**config.mk**
```make
export PLATFORM = sky130hd
export DESIGN_NAME = ts_msg_sequencer
export DESIGN_NICKNAME = d
export VERILOG_FILES = /design/src/rtl/ts_msg_sequencer.sv
export SDC_FILE = /design/constraint.sdc
export NUM_CORES = 1
export LEC_CHECK = 0
export ABC_AREA = 1
export ABC_CLOCK_PERIOD_IN_PS = 3700
export CORE_ASPECT_RATIO = 1.5
export CORE_MARGIN = 2
export CORE_UTILIZATION = 45
export CTS_CLUSTER_DIAMETER = 80
export CTS_CLUSTER_SIZE = 30
export DETAILED_ROUTE_END_ITERATION = 10
export GPL_TIMING_DRIVEN = 0
export HOLD_SLACK_MARGIN = 0.15
export PLACE_DENSITY = 0.78
export SLEW_MARGIN = 25
export SYNTH_ARGS = -nofsm -noshare
export SYNTH_HDL_FRONTEND = slang
export SYNTH_SLANG_ARGS = --single-unit
```
**constraint.sdc**
```tcl
create_clock -name clk -period 3.7 [get_ports clk]
set_input_delay 0.37 -clock clk [delete_from_list [all_inputs] [get_ports clk]]
set_output_delay 0.37 -clock clk [all_outputs]
set_load 0.01 [all_outputs]
```
**src/rtl/ts_msg_sequencer.sv**
```systemverilog
// ts_msg_sequencer
// Turns one captured timestamp event into the ASCII line
//   <chan hex> ':' <TS_WIDTH/4 hex digits, MSB first> CR LF
// and feeds it byte by byte to the utx UART transmitter. Each byte gets one
// tx_load pulse. The next byte is loaded only after utx reports tx_done.
module ts_msg_sequencer #(
  parameter int TS_WIDTH   = 32,
  parameter int CHAN_WIDTH = 2
) (
  input  logic                  clk,
  input  logic                  rstn,
  input  logic                  ts_valid,
  input  logic [CHAN_WIDTH-1:0] ts_chan,
  input  logic [TS_WIDTH-1:0]   ts_value,
  output logic                  ts_ready,
  output logic                  tx_load,
  output logic [7:0]            tx_byte,
  input  logic                  tx_done,
  output logic                  busy,
  output logic [7:0]            drop_cnt
);

  localparam int NIBBLES = TS_WIDTH / 4;
  localparam int LAST    = NIBBLES + 3;
  localparam int IDX_W   = $clog2(LAST + 1);

  localparam logic [IDX_W-1:0] LAST_IDX  = IDX_W'(LAST);
  localparam logic [IDX_W-1:0] CR_IDX    = IDX_W'(LAST - 1);
  localparam logic [IDX_W-1:0] COLON_IDX = IDX_W'(1);
  localparam logic [IDX_W-1:0] IDX_ONE   = IDX_W'(1);

  typedef enum logic [1:0] {
    S_IDLE,
    S_LOAD,
    S_WAIT
  } state_e;

  state_e                state_q,    state_d;
  logic [CHAN_WIDTH-1:0] chan_q,     chan_d;
  logic [TS_WIDTH-1:0]   value_q,    value_d;
  logic [IDX_W-1:0]      idx_q,      idx_d;
  logic [7:0]            tx_byte_q,  tx_byte_d;
  logic [7:0]            drop_cnt_q, drop_cnt_d;

  // Convert one nibble to an uppercase ASCII hex digit.
  function automatic logic [7:0] hex_ascii(input logic [3:0] n);
    return (n < 4'd10) ? (8'h30 + {4'h0, n}) : (8'h37 + {4'h0, n});
  endfunction

  // Return the message byte at position idx for the given event.
  function automatic logic [7:0] msg_byte(input logic [IDX_W-1:0]      idx,
                                          input logic [CHAN_WIDTH-1:0] chan,
                                          input logic [TS_WIDTH-1:0]   value);
    logic [3:0] chan4;
    logic [3:0] nib;
    chan4                   = '0;
    chan4[CHAN_WIDTH-1:0]   = chan;
    nib                     = '0;
    for (int k = 0; k < NIBBLES; k++) begin
      if (int'(idx) == k + 2) nib = value[TS_WIDTH-1-4*k -: 4];
    end
    if (idx == '0)             return hex_ascii(chan4);
    else if (idx == COLON_IDX) return 8'h3A;
    else if (idx == CR_IDX)    return 8'h0D;
    else if (idx == LAST_IDX)  return 8'h0A;
    else                       return hex_ascii(nib);
  endfunction

  // Compute the next state, the capture registers, the next byte and the drop counter.
  always_comb begin
    // NOTE: every signal written here gets a default first. A path that leaves
    // one unassigned would infer a latch instead of combinational logic.
    state_d    = state_q;
    chan_d     = chan_q;
    value_d    = value_q;
    idx_d      = idx_q;
    tx_byte_d  = tx_byte_q;
    drop_cnt_d = drop_cnt_q;

    unique case (state_q)
      S_IDLE: begin
        if (ts_valid) begin
          chan_d  = ts_chan;
          value_d = ts_value;
          idx_d   = '0;
          state_d = S_LOAD;
        end
      end
      S_LOAD: state_d = S_WAIT;
      S_WAIT: begin
        if (tx_done) begin
          if (idx_q == LAST_IDX) begin
            state_d = S_IDLE;
          end else begin
            idx_d   = idx_q + IDX_ONE;
            state_d = S_LOAD;
          end
        end
      end
      default: state_d = S_IDLE;
    endcase

    // Register the byte on entry to LOAD so it is stable for the whole LOAD/WAIT span.
    if (state_d == S_LOAD) tx_byte_d = msg_byte(idx_d, chan_d, value_d);

    // An event offered while busy is lost. Count it, saturating at 8'hFF.
    if (ts_valid && (state_q != S_IDLE) && (drop_cnt_q != 8'hFF)) begin
      drop_cnt_d = drop_cnt_q + 8'd1;
    end
  end

  // Register the state, the capture registers, the index, the byte and the drop counter.
  always_ff @(posedge clk or negedge rstn) begin
    if (!rstn) begin
      state_q    <= S_IDLE;
      chan_q     <= '0;
      value_q    <= '0;
      idx_q      <= '0;
      tx_byte_q  <= 8'h00;
      drop_cnt_q <= 8'h00;
    end else begin
      // NOTE: sequential state uses non-blocking assignments. Every flop then
      // samples the values from before the edge, whatever the statement order.
      state_q    <= state_d;
      chan_q     <= chan_d;
      value_q    <= value_d;
      idx_q      <= idx_d;
      tx_byte_q  <= tx_byte_d;
      drop_cnt_q <= drop_cnt_d;
    end
  end

  assign ts_ready = (state_q == S_IDLE);
  assign busy     = ~ts_ready;
  assign tx_load  = (state_q == S_LOAD);
  assign tx_byte  = tx_byte_q;
  assign drop_cnt = drop_cnt_q;

endmodule

```
==> impl_metrics.json <==
{
  "crit_chain": "ha_1 -> nand2_1 -> nor2_1 -> o21ai_4 -> nor2_4 -> inv_1 -> nor2_1 -> nand2_1 -> nand3_1 -> nor2_1 -> o2111ai_1 -> nor2_1 -> ha_1 -> nand3_1 -> nand2_1 -> nand3_1 -> nand3_1 -> nand2_1 -> nand2_1",
  "coreArea_sq_um": 6441,
  "synth_compound_area_share_pct": 5.537,
  "initial_utilization_pct": 45.96,
  "htreeDepth": 2,
  "drv_slew": 0,
  "synthFlopType": "dfrtp_1",
  "grt_overflow": 0,
  "finClkSkew_ns": 0.008481,
  "synth_top_family_by_area": "simple AND/OR/NAND/NOR gates",
  "grt_antenna_before_repair": 0,
  "area_growth_pct": 25.57,
  "grtUsageMet3_pct": 3.101,
  "viasPerCell": 4.867,
  "clock_power_share_pct": 13.5,
  "grt_max_degree": 56,
  "row_count": 36,
  "drc": 0,
  "synth_top_area_share_pct": 46.49,
  "fin_crit_ns": 2.817,
  "worstPathRequired_ns": 3.90,
  "synth_area_leaders": "dfrtp_1 46%, nand2_1 15%, nand3_1 4.9%",
  "synth_most_common_cell": "nand2_1",
  "wl_um": 6355,
  "dieHeight_um": 103.3,
  "synth_edf_count": 0,
  "pwr-share-seq_pct": 37.3,
  "synth_xor_area_share_pct": 2.071,
  "path_max_fanout": 10,
  "cp-start-kind": "flop",
  "p_leak_nw": 1.873,
  "syn_area_sq_um": 2960,
  "synth_mux_area_share_pct": 1.691,
  "ys_seq_area_share_pct": 46.49,
  "cts_sinks": 55,
  "syn_inst": 363,
  "busiest_layer": "met2",
  "layout_setup_ws_ns": 0.8832,
  "cts-root-buf": "clkbuf_8",
  "cts_tree": "built",
  "intPower_w": 0.001580,
  "die_area_sq_um": 7257,
  "fp.dieW_um": 70.23,
  "synthArstFlopShare_pct": 100.0,
  "p_sw_w": 0.001096,
  "irDropWorstVdd_mv": 0.2667,
  "clk_latency_ns": 0.31,
  "rsz0062_at_grt": "false",
  "dpl_worst_slack_ns": 0.6584,
  "dr_total_vias": 2448,
  "p_comb_share_pct": 49.2,
  "hold_viol": 0,
  "drt_iter0_markers": 144,
  "use_met1_pct": 22.71,
  "port_buffers": 55,
  "cp_data_arrival_time_ns": 3.02,
  "crit_top_cell": "nand2_1",
  "yosysWarningCount": 0,
  "syn-num-nets": 404,
  "outcome": "finished, final reports clean",
  "slowest_stage": "dfrtp_1",
  "syn-mean-instance-area_sq_um": 8.155,
  "gp_congestion": 0.8929,
  "maxCapViolCount": 0,
  "grt_pass1_vias": 2451,
  "diodes": 0,
  "path_buf_inv": 1,
  "setup_viol": 0,
  "crit_path_end_kind": "flop",
  "drive_above_1_share_pct": 14.75,
  "nFillCells": 576,
  "numCtsBuffers": 5,
  "period_share_pct": 76.13,
  "powerDensity_nw_per_um2": 719.7,
  "fin_nets": 467,
  "switching_share_pct": 40.96,
  "ys_seq_elements": 55,
  "ys_top_cells_by_count": "122 x nand2_1, 55 x dfrtp_1, 34 x inv_1",
  "min-delay-path-class": "flop to flop",
  "wl_per_cell_um": 12.63,
  "fin_tns_setup_ns": 0,
  "worst_path_largest_cell_delay_ns": 0.50,
  "hpwl_um": 4900,
  "num_io_pins": 57,
  "drtPass1Iterations": 4,
  "crit_type": "flop to flop",
  "ant_nets": 0,
  "cts_resized": 0,
  "synth_fa_ha_area_share_pct": 1.268,
  "synth-simple-area-share_pct": 35.42,
  "path_clk_slew_ns": 0.09,
  "slew_headroom_pct": 54.99,
  "cts_buffer_depth": 2,
  "worst_slew_pin_slew_ns": 0.6752,
  "synth_largest_area_cell": "dfrtp_1",
  "gr-usage-all-layers_pct": 19.04,
  "grtUsageMet2_pct": 34.33,
  "max_freq_mhz": 355.0,
  "path_delay_family": "simple AND/OR/NAND/NOR gates",
  "grt_pass1_wl_um": 11010,
  "synth.distinct_cells": 37
}
state kept, by name, indices dropped and copies added (netlist names):
name / count
tx_byte: 7
value_q: 32
idx_q: 4
drop_cnt: 8
state_q: 2
chan_q: 2
metal layers:
| metal | wire [um] | up-vias | part of all wire (%) |
|---|---|---|---|
| met5 | 0 | - | 0 |
| met4 | 116 | 0 | 1.8 |
| met3 | 209 | 9 | 3.3 |
| met2 | 3421 | 55 | 54 |
| met1 | 2608 | 1126 | 41 |
| li1 | - | 1258 | - |
final timing paths:
check	cells after the start	slack [ns]	to	start
max	19	0.88	tx_byte[2]	idx_q[0]
min	2	0.48	value_q[25]	value_q[25]
max reg2reg	19	0.88	tx_byte[2]	idx_q[0]
min reg2reg	2	0.48	value_q[25]	value_q[25]
max in group asynchronous	2	2.61	value_q[14]	rstn
min in group asynchronous	2	0.62	drop_cnt[6]	rstn
power groups by stage:
stage                     combinational, W  clock [W]  sequential, W
after CTS                          0.00133   0.000373       0.000996
after global placement             0.00129          0       0.000996
after detailed placement           0.00132          0        0.00101
after global routing               0.00149   0.000399        0.00103
after floorplan                   0.000870          0        0.00101
final                              0.00132   0.000362       0.000997
metrics by stage:
step	power, W	util (%)	std cells	hold WS, ns	cell area, sq um
final	0.002675	57.71	503	0.4836	3717
after global routing	0.002914	57.71	503	0.5030	3717
after CTS	0.002699	57.71	503	0.4868	3717
after detailed placement	0.002330	55.94	494	0.4529	3603
after global placement	0.002291	55.98	494	0.4582	3606
after floorplan	0.001882	-	363	0.07441	2960
timing repair:
item                                   in CTS  in global routing
endpoints found under the hold margin      55                  0
hold buffers                                1                  0
buffers inserted                            0                  0
cell families after synthesis:
family | Yosys count
XOR/XNOR | 7
AO/OA/AOI/OAI | 24
multiplexers | 5
adder cells (fa/ha/maj) | 3
buffers and inverters | 49
flip-flops | 55
other | 1
AND/OR/NAND/NOR | 219
layout make-up:
class	count	area, sq um	area share [%]
Sequential cell	55	1376	37.02
Multi-Input combinational cell	259	1365	36.72
Timing Repair Buffer	56	558.0	15.01
Inverter	42	157.7	4.241
Clock buffer	7	96.34	2.592
Tap cell	76	95.09	2.558
Buffer	7	61.31	1.649
Clock inverter	1	7.507	0.2020
worst register-to-register path: stages (launching register included):
cell and delay [ns]:
dfrtp_1 0.50, ha_1 0.23, nand2_1 0.07, nor2_1 0.18, o21ai_4 0.11, nor2_4 0.25
inv_1 0.09, nor2_1 0.23, nand2_1 0.09, nand3_1 0.08, nor2_1 0.05, o2111ai_1 0.08
nor2_1 0.10, ha_1 0.23, nand3_1 0.10, nand2_1 0.06, nand3_1 0.06, nand3_1 0.08
nand2_1 0.07, nand2_1 0.05
cell usage in the layout (no fill, tap or decap), types with 4 or more instances in the layout:
cell,instances
mux2i_1,5
clkdlybuf4s50_1,54
nand4_1,5
buf_6,4
dfrtp_1,55
clkbuf_8,7
nor2_2,11
or2_2,6
inv_2,7
inv_1,34
a21oi_1,4
nand3_2,4
nor2_1,21
xor2_1,4
o21ai_0,9
nand2_1,122
nand3_1,29
nand2_4,8
Note: power is estimated with default switching activity, not from simulation.
==> RTL change, RTL diff (same settings) <==
Change the parameter `TS_WIDTH` from 32 to 64.
--- a/src/rtl/ts_msg_sequencer.sv
+++ b/src/rtl/ts_msg_sequencer.sv
@@ -6,3 +6,3 @@
 module ts_msg_sequencer #(
-  parameter int TS_WIDTH   = 32,
+  parameter int TS_WIDTH   = 64,
   parameter int CHAN_WIDTH = 2
Ports: changed (resized ts_value); port bits go from 57 to 89. The function was not compared with the original's and may differ.
==> RTL change against the unedited design <==
Global-route usage is 2.9 points higher. Sequential cell count is 33 higher. Area after synthesis is 50% higher. Wire length is 73% higher. Via count is 62% higher. Total power is 58% higher. Cell area is 57% higher. Worst setup slack worse by 0.30 ns. Highest routed layer unchanged.
==> RTL change: results <==
drt:
  wl_met1_um: 4349
  vias: 3956
  detailedRoute.firstIterationViolations: 166
  totalWireLength_um: 11020
  met2_length_um: 5844
  routed-wl-met3_um: 406
finish:
  fillCellCount: 841
  nClkBuffers: 9
  num-nets-final: 737
  clock_area_frac: 0.05924
  inverters: 54
  flops_and_latches: 88
  drive_gt1_frac: 0.1226
  n_all_buffers: 105
  final-seq-area_mm2: 0.002202
cts:
  path_clk_slew_ns: 0.06
  h-tree-depth: 3
run_status:
  status: "complete, no violations"
synthesis:
  syn_nets: 637
  synth_top_cells_by_area: "dfrtp_1, nand2_1, inv_1"
  synth_top_area_share: 0.4966
  ys_types: 38
place:
  dp.final_hpwl_um: 8390
  place_congestion: 0.8442
  portBuffers: 87
worst_setup_path:
  regToRegSetupSlack_ns: 0.58
  crit_path_max_fanout: 9
  cp_slowest_stage_delay_ns: 0.41
grt:
  grt_util_met2: 0.3902
  grt_usage: 0.2191
  grt_use_met3: 0.04224
  use_met1: 0.2495
  grt_pass1_vias: 4130
  grt_max_degree: 57
worst_hold_path:
  holdPathEnd: "value_q[30]"
  hold_start: "value_q[30]"
power:
  clkPwrFrac: 0.247
  switchingPower_mw: 1.529
  p_leak_nw: 2.849
  p_comb_mw: 1.61
timing:
  skew_ns: 0.006236
-- RTL change: metrics by stage --
| step | instances | worst slack, ns | total power, mW | hold slack [ns] | instance area, µm² |
|---|---|---|---|---|---|
| 3_5_place_dp | 767 | 0.2781 | 3.180 | 0.3486 | 5474 |
| 6_report | 784 | 0.5785 | 4.217 | 0.4781 | 5829 |
| 2_1_floorplan | 564 | 1.141 | 2.584 | 0.07441 | 4434 |
| 4_1_cts | 784 | 0.5902 | 4.241 | 0.4782 | 5829 |
| 3_3_place_gp | 766 | -0.7165 | 3.101 | 0.4594 | 5449 |
| 5_1_grt | 784 | 0.3088 | 4.529 | 0.4923 | 5829 |
-- RTL change: cell families after synthesis --
logic type / after synthesis / synth area share
simple gates: 359 / 0.3671
flops: 88 / 0.4966
buf+inv: 70 / 0.06377
compound gates: 33 / 0.04204
xor+xnor: 6 / 0.01185
mux: 4 / 0.009312
fa+ha+maj: 3 / 0.008466
other cells: 1 / 0.0008457
